### src/rtl/mem_arbiter.sv
// mem_arbiter: shares one memory port between the instruction fetch unit
// (IFU) and the load/store unit (LSU). One request is in flight at a time;
// the grant is held until memory responds, and the response is steered back
// to the master that issued it. The LSU has priority, but after STARVE_LIM
// consecutive LSU grants taken while the IFU was also waiting, the IFU wins
// the next contested arbitration.
module mem_arbiter #(
  parameter int ADDR_W     = 32,
  parameter int DATA_W     = 32,
  parameter int STARVE_LIM = 4   // legal range 1..15
) (
  input  logic                clk,
  input  logic                rst,
  // IFU read request / response
  input  logic                ifu_req_valid,
  output logic                ifu_req_ready,
  input  logic [ADDR_W-1:0]   ifu_addr,
  output logic                ifu_resp_valid,
  output logic [DATA_W-1:0]   ifu_rdata,
  // LSU request / response (response doubles as the write acknowledge)
  input  logic                lsu_req_valid,
  output logic                lsu_req_ready,
  input  logic [ADDR_W-1:0]   lsu_addr,
  input  logic                lsu_wen,
  input  logic [DATA_W-1:0]   lsu_wdata,
  input  logic [DATA_W/8-1:0] lsu_wmask,
  output logic                lsu_resp_valid,
  output logic [DATA_W-1:0]   lsu_rdata,
  // Memory port
  output logic                mem_req_valid,
  input  logic                mem_req_ready,
  output logic [ADDR_W-1:0]   mem_addr,
  output logic                mem_wen,
  output logic [DATA_W-1:0]   mem_wdata,
  output logic [DATA_W/8-1:0] mem_wmask,
  input  logic                mem_resp_valid,
  input  logic [DATA_W-1:0]   mem_rdata
);

  localparam int                STRK_W   = $clog2(STARVE_LIM + 1);
  localparam logic [STRK_W-1:0] STRK_MAX = STRK_W'(STARVE_LIM);

  // IDLE: nothing locked; HOLD: selection presented but not yet accepted;
  // WAIT: one request outstanding, owner recorded.
  localparam logic [1:0] ST_IDLE = 2'd0;
  localparam logic [1:0] ST_HOLD = 2'd1;
  localparam logic [1:0] ST_WAIT = 2'd2;

  logic [1:0]        state_q,  state_d;
  logic              sel_q,    sel_d;     // locked master in HOLD (1 = LSU)
  logic              owner_q,  owner_d;   // owner of outstanding request (1 = LSU)
  logic [STRK_W-1:0] streak_q, streak_d;  // consecutive contested LSU grants

  logic              sel_lsu;      // master currently presented (1 = LSU)
  logic              cand_valid;   // presented master has valid high
  logic              present;      // request actually driven to memory
  logic              xfer;         // memory accepts the request this cycle
  logic              deliver;      // memory response routed to owner
  logic [STRK_W-1:0] streak_bump;  // saturating increment of the streak
  logic [STRK_W-1:0] grant_streak; // streak value to load on a grant

  // Choose which master is presented to memory this cycle.
  always_comb begin
    // NOTE: every signal assigned in a combinational block gets a default
    // first, so no path through the case leaves it holding an old value
    // (which would infer a latch).
    sel_lsu    = 1'b0;
    cand_valid = 1'b0;
    case (state_q)
      ST_IDLE: begin
        // LSU wins unless the IFU is also waiting and has been passed over
        // STARVE_LIM times in a row.
        sel_lsu    = lsu_req_valid && !(ifu_req_valid && (streak_q == STRK_MAX));
        cand_valid = lsu_req_valid || ifu_req_valid;
      end
      ST_HOLD: begin
        // The lock is never re-arbitrated, even if the LSU shows up.
        sel_lsu    = sel_q;
        cand_valid = sel_q ? lsu_req_valid : ifu_req_valid;
      end
      default: begin
      end
    endcase
  end

  assign present      = cand_valid && !rst;
  assign xfer         = present && mem_req_ready;
  assign deliver      = !rst && (state_q == ST_WAIT) && mem_resp_valid;
  assign streak_bump  = (streak_q == STRK_MAX) ? streak_q : streak_q + 1'b1;
  assign grant_streak = (sel_lsu && ifu_req_valid) ? streak_bump : '0;

  // Drive the memory request payload and both request/response channels.
  always_comb begin
    mem_req_valid  = present;
    ifu_req_ready  = present && !sel_lsu && mem_req_ready;
    lsu_req_ready  = present &&  sel_lsu && mem_req_ready;
    mem_addr       = '0;
    mem_wen        = 1'b0;
    mem_wdata      = '0;
    mem_wmask      = '0;
    if (present) begin
      if (sel_lsu) begin
        mem_addr  = lsu_addr;
        mem_wen   = lsu_wen;
        mem_wdata = lsu_wdata;
        mem_wmask = lsu_wmask;
      end else begin
        mem_addr  = ifu_addr;
      end
    end
    ifu_resp_valid = deliver && !owner_q;
    lsu_resp_valid = deliver &&  owner_q;
    // rdata only matters alongside resp_valid, so both see memory directly.
    ifu_rdata      = mem_rdata;
    lsu_rdata      = mem_rdata;
  end

  // Next-state logic: lock, grant, and release on the memory response.
  always_comb begin
    state_d  = state_q;
    sel_d    = sel_q;
    owner_d  = owner_q;
    streak_d = streak_q;
    case (state_q)
      ST_IDLE: begin
        if (xfer) begin
          state_d  = ST_WAIT;
          owner_d  = sel_lsu;
          streak_d = grant_streak;
        end else if (present) begin
          state_d  = ST_HOLD;
          sel_d    = sel_lsu;
        end
      end
      ST_HOLD: begin
        if (xfer) begin
          state_d  = ST_WAIT;
          owner_d  = sel_q;
          streak_d = grant_streak;
        end
      end
      ST_WAIT: begin
        if (mem_resp_valid) begin
          state_d = ST_IDLE;
        end
      end
      default: begin
        state_d = ST_IDLE;
      end
    endcase
  end

  // State registers with synchronous reset.
  always_ff @(posedge clk) begin
    // NOTE: sequential state uses non-blocking assignments so every register
    // samples the values from before this clock edge.
    if (rst) begin
      state_q  <= ST_IDLE;
      sel_q    <= 1'b0;
      owner_q  <= 1'b0;
      streak_q <= '0;
    end else begin
      state_q  <= state_d;
      sel_q    <= sel_d;
      owner_q  <= owner_d;
      streak_q <= streak_d;
    end
  end

endmodule
### config.mk
export PLATFORM = sky130hd
export DESIGN_NAME = mem_arbiter
export DESIGN_NICKNAME = d
export VERILOG_FILES = /design/src/rtl/mem_arbiter.sv
export SDC_FILE = /design/constraint.sdc
export NUM_CORES = 1
export LEC_CHECK = 0
export BUFFER_PORTS_ARGS = -buffer_cell sky130_fd_sc_hd__buf_2
export CAP_MARGIN = 10
export CELL_PAD_IN_SITES_DETAIL_PLACEMENT = 1
export CELL_PAD_IN_SITES_GLOBAL_PLACEMENT = 1
export CORE_AREA = 2 2 109 111
export DETAILED_ROUTE_END_ITERATION = 6
export DIE_AREA = 0 0 111 113
export HOLD_SLACK_MARGIN = 0.08
export PLACE_DENSITY = 0.83
export SYNTH_ARGS = -nofsm -noshare
export SYNTH_HDL_FRONTEND = slang
export SYNTH_SLANG_ARGS = --single-unit
### constraint.sdc
create_clock -name clk -period 4.5 [get_ports clk]
set_clock_uncertainty 0.1 [all_clocks]
set_input_delay 0.9 -clock clk [delete_from_list [all_inputs] [get_ports clk]]
set_output_delay 0.9 -clock clk [all_outputs]
set_load 0.01 [all_outputs]
* Yosys cells after proc, flatten, opt, wreduce, memory -nomap -nowiden
Cells that the tools add are included.
W data, S select, Z words.
** Word-level totals
- Bits in registers :: 7
- Input port bits :: 139
- Output and inout bits :: 138
- Logic and storage cells :: 60
** Operators by class
- Add/sub/neg operators :: 1
- Equal/unequal tests :: 8
- Muxes and demuxes :: 21
- Bitwise gates (word level) :: 1
- Reductions and logical operators :: 25
** Operators by type and width (number)
- $mux W32 :: 4
- $logic_and A1 B1 Y1 :: 13
- $reduce_and A3 Y1 :: 4
- $mux W2 :: 4
- $mux W4 :: 2
- $ne A2 B2 Y1 const B :: 4
- $mux W3 :: 2
- $pmux W1 S2 :: 3
- $pmux W2 S3 :: 1
- $mux W1 :: 5
- $logic_not A1 Y1 :: 4
- $add A3 B1 Y3 const B :: 1
- $eq A3 B3 Y1 const B :: 1
- $ne A3 B3 Y1 const B :: 1
- $eq A2 B1 Y1 const B :: 1
- $eq A2 B2 Y1 const B :: 1
- $logic_not A2 Y1 :: 1
- $reduce_bool A2 Y1 :: 1
- $reduce_or A2 Y1 :: 1
- $logic_or A1 B1 Y1 :: 1
- $not A1 Y1 :: 1

* Logic depth before layout (Yosys ltp)
Gate-level depths: netlist of the first run.
- Depth in word-level cells :: 8
- Gate-level depth with buffers :: 9
- Gate-level depth less buffers :: 6

* Worst setup path before layout of the first run
OpenSTA, ideal clock, no wires.
- Path kind :: input port to output port
- From :: input port ifu_req_valid
- To :: output port mem_wdata[21]
- Arrival time :: 1.987 ns
- Required time :: 3.500 ns
- Slack :: 1.513 ns
- Stages on the path :: 7
- Buffers on the path :: 3
- Cell sequence :: or3b_4 o211ai_2 nor2b_2 buf_6 buf_6 buf_6 and2_4
** On the way
- Word-level cells in the longest chain between the ends :: 6
- Elaborated cells on any way between the ends :: 10
- Those cells by class :: mux: 5; reduce/logical: 5
** RTL lines
- from (decl) :: RTL line 15 : input logic ifu_req_valid,
- $logic_and A1 B1 Y1 :: RTL line 73 : sel_lsu = lsu_req_valid && !(ifu_req_valid && (streak_q == STRK_MAX));
- $logic_not A1 Y1 :: RTL line 73
- $logic_and A1 B1 Y1 :: RTL line 73
- $pmux W1 S2 :: RTL line 69 : case (state_q)
- $mux W32 :: RTL line 102 : if (sel_lsu) begin
- $mux W32 * :: RTL line 101 : if (present) begin
- to (decl) :: RTL line 34 : output logic [DATA_W-1:0] mem_wdata,
Mark *: on every way between the ends. The rest lies on a longest branch, timed or not.

* Worst setup path after layout of the first run
- From :: input port lsu_req_valid
- To :: output port mem_addr[9]
** On the way
- Word-level cells in the longest chain between the ends :: 4
- Elaborated cells on any way between the ends :: 8
- Those cells by class :: mux: 5; reduce/logical: 3
** RTL lines
- from (decl) :: RTL line 21 : input logic lsu_req_valid,
- $logic_and A1 B1 Y1 (tied with other cells) :: RTL line 73
- $pmux W1 S2 :: RTL line 69
- $mux W32 / $logic_and A1 B1 Y1 (equally long branches) :: RTL line 102, 86
- $mux W32 * :: RTL line 101
- to (decl) :: RTL line 32 : output logic [ADDR_W-1:0] mem_addr,
Marked as above.

==> metrics.md, run 1 <==
| Metric | Value |
|---|---|
| Outcome | finished clean |
| Most common cell after layout, fill and taps aside | sky130_fd_sc_hd__buf_2 |
| Cells after Synth | 196 |
| Starting utilization of the core area | 14.02% |
| Pin count of the biggest net entering global routing | 70 |
| Clock Pin Slew Worst Setup and Hold Paths | 0.04 ns |
| Via Count | 1729 |
| Worst EP required | 3.50 ns |
| Time the final worst path needs with I/O delays and setup | 3.632 ns |
| Highest clock frequency the design can meet | 275.3 MHz |
| Total die area | 0.01254 mm2 |
| Number of buffers inserted by port buffering | 180 |
| Total wire length after detailed routing | 6.147 mm |
| Post-Syn Area per Cell | 8.063 um2 |
| Total I/O pin count | 277 |
| Final max-slew violation count | 0 |
| Cell area after placement | 0.002079 mm2 |
| Leakage Power | 1.279 nW |
| Kind of critical path | primary input to output port |
| Worst Hold Class | register to register |
| Post-cts gate resize count | 0 |
| GPL Wtd Cong | 0.8591 |
| Maximum buffer depth of the clock tree | 2 |
| Post-CTS setup repair buffer count | 0 |
| Max-cap check violation count | 0 |
| Antenna violations before repair | 0 |
| Syn Nets | 337 |
| Cell repeated most along the worst path | sky130_fd_sc_hd__buf_2 |
| Vertical die dimension | 113 um |
| Detailed placement HPWL | 5.078 mm |
| Remaining global-route overflow | 0 |
| Family with the most delay on the worst path | buffers and inverters |
| Flops & latches, synth | 7 |
| Sum Neg Setup Slack | 0 ns |
| TritonCTS clock tree | yes |
| Final routed DRC violation total | 0 |
| P&R area growth vs syn | 37.53% |
| Antenna Violating Nets Remaining | 0 |
| Wire length of the first global-routing pass | 9.218 mm |
| Fin nets | 447 |
| Distinct cell type count of the synthesized netlist | 34 |
| Final hold violation count | 0 |
| Arrival @ worst endpoint | 2.63 ns |
| Placement Rows | 39 |
| Post-route cell area | 0.002173 mm2 |
| Syn Std Cell Area | 0.001580 mm2 |
| Leading post-synthesis cells by cell area | sky130_fd_sc_hd__buf_4 30%, sky130_fd_sc_hd__a22o_1 18%, sky130_fd_sc_hd__and2_1 11%, sky130_fd_sc_hd__dfxtp_1 8.9%, sky130_fd_sc_hd__buf_6 5.7% |
| Critical path cell sequence | buf_2 > nor3b_2 > o2bb2ai_2 > nor2b_4 > buf_4 > a22o_1 > buf_2 |
| Width of the die | 111 um |
| Sum of buffers and inverters on the critical path | 3 |
| Clock buffers created by TritonCTS | 3 |
| Core utilization of the finished layout | 19.28% |
| Worst path slowest cell | sky130_fd_sc_hd__buf_4 |
| CP max FO | 69 |
| Total Routing Usage GR | 8.872% |
| Number of standard cells in the final layout excluding fillers | 448 |
| Placed cell count | 443 |
| Power per cell area | 184.8 mW/mm2 |
| Clock Root Buffer | sky130_fd_sc_hd__clkbuf_16 |
| CP max stage delay | 0.50 ns |
| Length of the first detailed-routing pass in iterations | 4 |
| Rel. slew slack | 59.37% |
| Critical Path End Type | output port |
| Leading cell types in the layout, fill and taps excluded | 180 x sky130_fd_sc_hd__buf_2, 32 x sky130_fd_sc_hd__a22o_1, 27 x sky130_fd_sc_hd__and2_1 |
| Drt initial violations | 52 |
| Fraction of layout instances using a drive strength above 1 | 66.89% |
| H-tree level count | 1 |
| Via count of the first global-routing pass | 1749 |
| DR WL/cell | 13.72 um |
| Peak supply drop | 0.1595 mV |
| Slew at the pin closest to its max-slew limit | 0.6094 ns |
| Later-pin clock latency in the skew report | 0.24 ns |
| Startpoint Class | primary input |
| Final period util | 80.71% |
| Number of clock sinks seen by CTS | 7 |
| Yosys warning count | 0 |
| Part of the Yosys area used for sequential elements | 8.868% |
| Hold Buf Count CTS | 0 |
| Share of the synthesized area in the top cell type | 30.40% |
| Filler cell count | 1432 |
| Dominant cell type by area after synthesis | sky130_fd_sc_hd__buf_4 |
| Vias per std cell | 3.859 |
| RSZ-0062 raised after global routing | false |
| Number of diodes added for antenna fixing | 0 |
| Core area | 0.01127 mm2 |
| Total of endpoints with negative setup slack in the final report | 0 |
layer usage:
metal / vias to the layer above / routed length (um) / global-route usage [%]
met3: 10 / 631 / 2.946
met2: 114 / 3134 / 16.40
li1: 830 / - / -
met5: - / 0 / 0
met4: 0 / 83 / 2.667
met1: 775 / 2298 / 9.640
area by class of cell:
type	count	area, um2	area share (%)
Clock buffer	4	78.83	3.627
Inverter	6	22.52	1.036
Multi-Input combinational cell	106	829.5	38.17
Sequential cell	7	140.1	6.448
Tap cell	143	178.9	8.233
Timing Repair Buffer	182	923.4	42.49
cells by family (layout without fill, tap and decap cells):
family / after synthesis / after routing / synth area share (%)
buffers and inverters: 83 / 192 / 39.11
AO/OA/AOI/OAI: 46 / 46 / 25.97
adder cells (fa/ha/maj): 2 / 2 / 1.583
AND/OR/NAND/NOR: 57 / 57 / 23.83
multiplexers: 1 / 1 / 0.6334
flip-flops: 7 / 7 / 8.867
final timing paths:
| kind | startpoint | endpoint | slack [ns] | depth (start not counted) |
|---|---|---|---|---|
| worst max-delay path | lsu_req_valid | mem_addr[9] | 0.87 | 7 |
| worst min-delay path | streak_q[0]$_SDFFE_PP0P_ | streak_q[0]$_SDFFE_PP0P_ | 0.40 | 2 |
| worst max register to register | state_q[1]$_SDFFE_PP0P_ | streak_q[2]$_SDFFE_PP0P_ | 2.68 | 4 |
| worst min register to register | streak_q[0]$_SDFFE_PP0P_ | streak_q[0]$_SDFFE_PP0P_ | 0.40 | 2 |
stage by stage:
step / hold WS (ns) / total power, mW / setup slack, ns
floorplan: 0.3468 / 0.2209 / 1.513
global placement: 0.3621 / 0.2413 / 0.6772
detailed placement: 0.3952 / 0.2475 / 0.5446
CTS: 0.4032 / 0.4032 / 0.5290
global route: 0.4112 / 0.4270 / 0.7140
finish: 0.4024 / 0.4016 / 0.8682
synth_stat cells:
master and count:
sky130_fd_sc_hd__a41o_1 1, sky130_fd_sc_hd__nor2b_2 1, sky130_fd_sc_hd__o41ai_1 1, sky130_fd_sc_hd__o211a_1 1
sky130_fd_sc_hd__a22o_1 32, sky130_fd_sc_hd__nand4b_1 1, sky130_fd_sc_hd__a21oi_1 3, sky130_fd_sc_hd__or3_1 1
sky130_fd_sc_hd__buf_4 64, sky130_fd_sc_hd__and2_1 27, sky130_fd_sc_hd__nand2_1 2, sky130_fd_sc_hd__o211ai_2 1
sky130_fd_sc_hd__buf_2 3, sky130_fd_sc_hd__nand3_1 2, sky130_fd_sc_hd__mux2i_1 1, sky130_fd_sc_hd__a211oi_1 2
sky130_fd_sc_hd__inv_1 6, sky130_fd_sc_hd__nor2b_1 1, sky130_fd_sc_hd__clkbuf_2 2, sky130_fd_sc_hd__and2_4 10
sky130_fd_sc_hd__or3b_2 1, sky130_fd_sc_hd__a21boi_2 1, sky130_fd_sc_hd__nand3b_1 1, sky130_fd_sc_hd__dfxtp_1 7
sky130_fd_sc_hd__buf_6 8, sky130_fd_sc_hd__o2111ai_2 1, sky130_fd_sc_hd__nor2_1 6, sky130_fd_sc_hd__nor3_1 2
sky130_fd_sc_hd__o311a_1 1, sky130_fd_sc_hd__nor3b_2 1, sky130_fd_sc_hd__ha_1 2, sky130_fd_sc_hd__o2bb2ai_2 1
sky130_fd_sc_hd__or3b_4 1, sky130_fd_sc_hd__o31ai_1 1
power breakdown:
part           internal, mW  switching [mW]  total, mW  leakage (nW)
clock network         0.118          0.0367      0.155        0.0382
registers            0.0650         0.00437     0.0694        0.0570
logic                0.0927          0.0846      0.177          1.18
total                 0.276           0.126      0.402          1.28
worst register-to-register path: stages (launching register included):
cell,delay [ns]
sky130_fd_sc_hd__dfxtp_1,0.39
sky130_fd_sc_hd__nor2_1,0.27
sky130_fd_sc_hd__o2111ai_2,0.33
sky130_fd_sc_hd__or3_1,0.39
sky130_fd_sc_hd__a211oi_1,0.24
sequential cells by signal, summed over array words and instances, names as in the netlist:
register / count
owner_q: 1
streak_q: 3
sel_q: 1
state_q: 2
(Power assumes the default switching activity.)
==> run 2, diff against run 1 <==
Settings changed: CORE_AREA 2 2 109 111 to unset, CORE_UTILIZATION set to 14, DIE_AREA 0 0 111 113 to unset, PLACE_DENSITY 0.83 to 0.86.
Clock period 4.5 ns to 3.2 ns, I/O delays scaled along.
==> run 2 against run 1 <==
Net effect: worst hold slack worse by 0.015 ns; sequential share of layout area about the same; routed wire length shrank 1.0%; combinational power increased by 42%; cell count fell by 0.67%; clock-buffer cell count did not move; sequential power is 40% higher; sequential cell count unchanged; power grew 41%; design area hardly changed; first-iteration DRC count decreased by 35%; register-to-register slack worse by 1.3 ns; largest cell class unchanged.
==> metrics.md, run 2 (synthesized netlist as in run 1, its figures left out) <==
| Metric | Value |
|---|---|
| Largest registers | streak_q: 3 flops, state_q: 2 flops |
| Highest clock frequency the design can meet | 352.2 MHz |
| Post-route cell area | 0.002175 mm2 |
| Sum of buffers and inverters on the critical path | 2 |
| RR Startpoint | state_q[1]$_SDFFE_PP0P_ |
| Total die area | 0.01172 mm2 |
| Remaining global-route overflow | 0 |
| Post-cts gate resize count | 0 |
| Leakage Power | 1.280 nW |
| Kind of critical path | register to output port |
| Slack of the worst reg-to-reg path | 1.40 ns |
| Final hold violation count | 0 |
| Max-cap check violation count | 0 |
| Tightest hold margin | 0.3871 ns |
| Pin count of the biggest net entering global routing | 70 |
| Clock Root Buffer | sky130_fd_sc_hd__clkbuf_16 |
| Most common cell after layout, fill and taps aside | sky130_fd_sc_hd__buf_2 |
| Later-pin clock latency in the skew report | 0.24 ns |
| Cell area after placement | 0.002096 mm2 |
| RSZ-0062 raised after global routing | false |
| Power per cell area | 261.0 mW/mm2 |
| Vias per std cell | 3.915 |
| Number of buffers inserted by port buffering | 180 |
| Antenna Violating Nets Remaining | 0 |
| Worst setup timing slack at the placement stage | 0.3755 ns |
| Peak supply drop | 0.2164 mV |
| DR WL/cell | 13.67 um |
| Critical Path End Type | output port |
| Hold Buf Count CTS | 0 |
| Family with the most delay on the worst path | compound AO/OA/AOI/OAI gates |
| Final max-slew violation count | 0 |
| Total wire length after detailed routing | 6.085 mm |
| Via Count | 1742 |
| Worst Setup Slack, final | 0.3609 ns |
| Via count of the first global-routing pass | 1751 |
| Min-Delay Startpoint | owner_q$_SDFFE_PP0P_ |
| Core area | 0.01094 mm2 |
| Starting utilization of the core area | 14.45% |
| Destination of the worst hold path | owner_q$_SDFFE_PP0P_ |
| Maximum buffer depth of the clock tree | 2 |
| Fin nets | 447 |
| Drt initial violations | 34 |
| Most flop-heavy register | streak_q |
| Wire length of the first global-routing pass | 8.562 mm |
| CP max FO | 69 |
| Fraction of layout instances using a drive strength above 1 | 66.89% |
| H-tree level count | 1 |
| Post-CTS setup repair buffer count | 0 |
| Total I/O pin count | 277 |
| Detailed placement HPWL | 5.043 mm |
| Total Routing Usage GR | 9.227% |
| Flip-flop count of the largest register after layout | 3 |
| CP max stage delay | 0.49 ns |
| Critical path cell sequence | nand2_1 > o2bb2ai_2 > nor2b_4 > buf_12 > a22o_1 > buf_2 |
| Placement Rows | 38 |
| Number of clock sinks seen by CTS | 7 |
| GPL Wtd Cong | 0.6766 |
| Final period util | 88.72% |
| Worst Hold Class | register to register |
| Worst EP required | 2.46 ns |
| Width of the die | 108.2 um |
| Total of endpoints with negative setup slack in the final report | 0 |
| Vertical die dimension | 108.2 um |
| TritonCTS clock tree | yes |
| Slew at the pin closest to its max-slew limit | 0.4645 ns |
| Number of standard cells in the final layout excluding fillers | 445 |
| Worst path slowest cell | sky130_fd_sc_hd__dfxtp_1 |
| Rel. slew slack | 69.04% |
| Startpoint Class | register |
| Clock Pin Slew Worst Setup and Hold Paths | 0.04 ns |
| Antenna violations before repair | 0 |
| Time the final worst path needs with I/O delays and setup | 2.839 ns |
| Worst Hold Depth | 2 |
| Placed cell count | 441 |
| P&R area growth vs syn | 37.61% |
| Outcome | finished clean |
| Length of the first detailed-routing pass in iterations | 4 |
| Number of diodes added for antenna fixing | 0 |
| Clock buffers created by TritonCTS | 3 |
| Capture instance of the worst register-to-register path | streak_q[2]$_SDFFE_PP0P_ |
| R2R depth | 4 |
| Leading cell types in the layout, fill and taps excluded | 180 x sky130_fd_sc_hd__buf_2, 32 x sky130_fd_sc_hd__a22o_1, 27 x sky130_fd_sc_hd__and2_1 |
| Arrival @ worst endpoint | 2.10 ns |
| Sum Neg Setup Slack | 0 ns |
| Final routed DRC violation total | 0 |
run 2: cell counts in the layout (fill, tap and decap cells not counted):
No cell type changed its count.
run 2: area by class of cell:
type                    instances  area, um2
fillers                      1381       8761
repair buffers                182      928.4
well taps                     140      175.2
clock buffers                   4      78.83
multi-input cells             106      829.5
inverters                       6      22.52
flip-flops and latches          7      140.1
run 2: where the power goes:
group	switching (mW)	total [mW]	internal [mW]	leakage (nW)
Clock	0.0525	0.219	0.166	0.0382
Sequential	0.00604	0.0975	0.0914	0.0570
Combinational	0.121	0.251	0.131	1.18
run 2: worst register-to-register path, stage by stage, from the launching register on:
cell and delay (ns):
sky130_fd_sc_hd__dfxtp_1 0.39, sky130_fd_sc_hd__nor2_1 0.26, sky130_fd_sc_hd__o2111ai_2 0.32, sky130_fd_sc_hd__or3_1 0.40, sky130_fd_sc_hd__a211oi_1 0.24
run 2: worst max-delay path by stage:
stage,depth (start not counted),startpoint,end,slack [ns]
final,6,state_q[0]$_SDFFE_PP0P_,mem_addr[3],0.36
after global routing,6,state_q[0]$_SDFFE_PP0P_,mem_addr[4],0.17
after detailed placement,7,rst,mem_addr[3],0.38
after CTS,6,state_q[0]$_SDFFE_PP0P_,mem_addr[3],0.33
after floorplan,7,ifu_req_valid,mem_wdata[21],0.73
after global placement,7,rst,mem_addr[2],0.42
run 2: stage by stage:
step	total power, mW	util (%)
6_report	0.5675	19.89
5_1_grt	0.6015	19.89
4_1_cts	0.5760	19.89
3_5_place_dp	0.3534	19.16
3_3_place_gp	0.3449	19.16
2_1_floorplan	0.3106	-
run 2: metal layers:
| layer | part of all wire [%] | up-vias | GRT usage (%) |
|---|---|---|---|
| met5 | 0 | - | 0 |
| met4 | 1.4 | 0 | 3.229 |
| met3 | 10 | 8 | 2.652 |
| met2 | 54 | 118 | 18.56 |
| met1 | 34 | 788 | 8.718 |
| li1 | - | 828 | - |
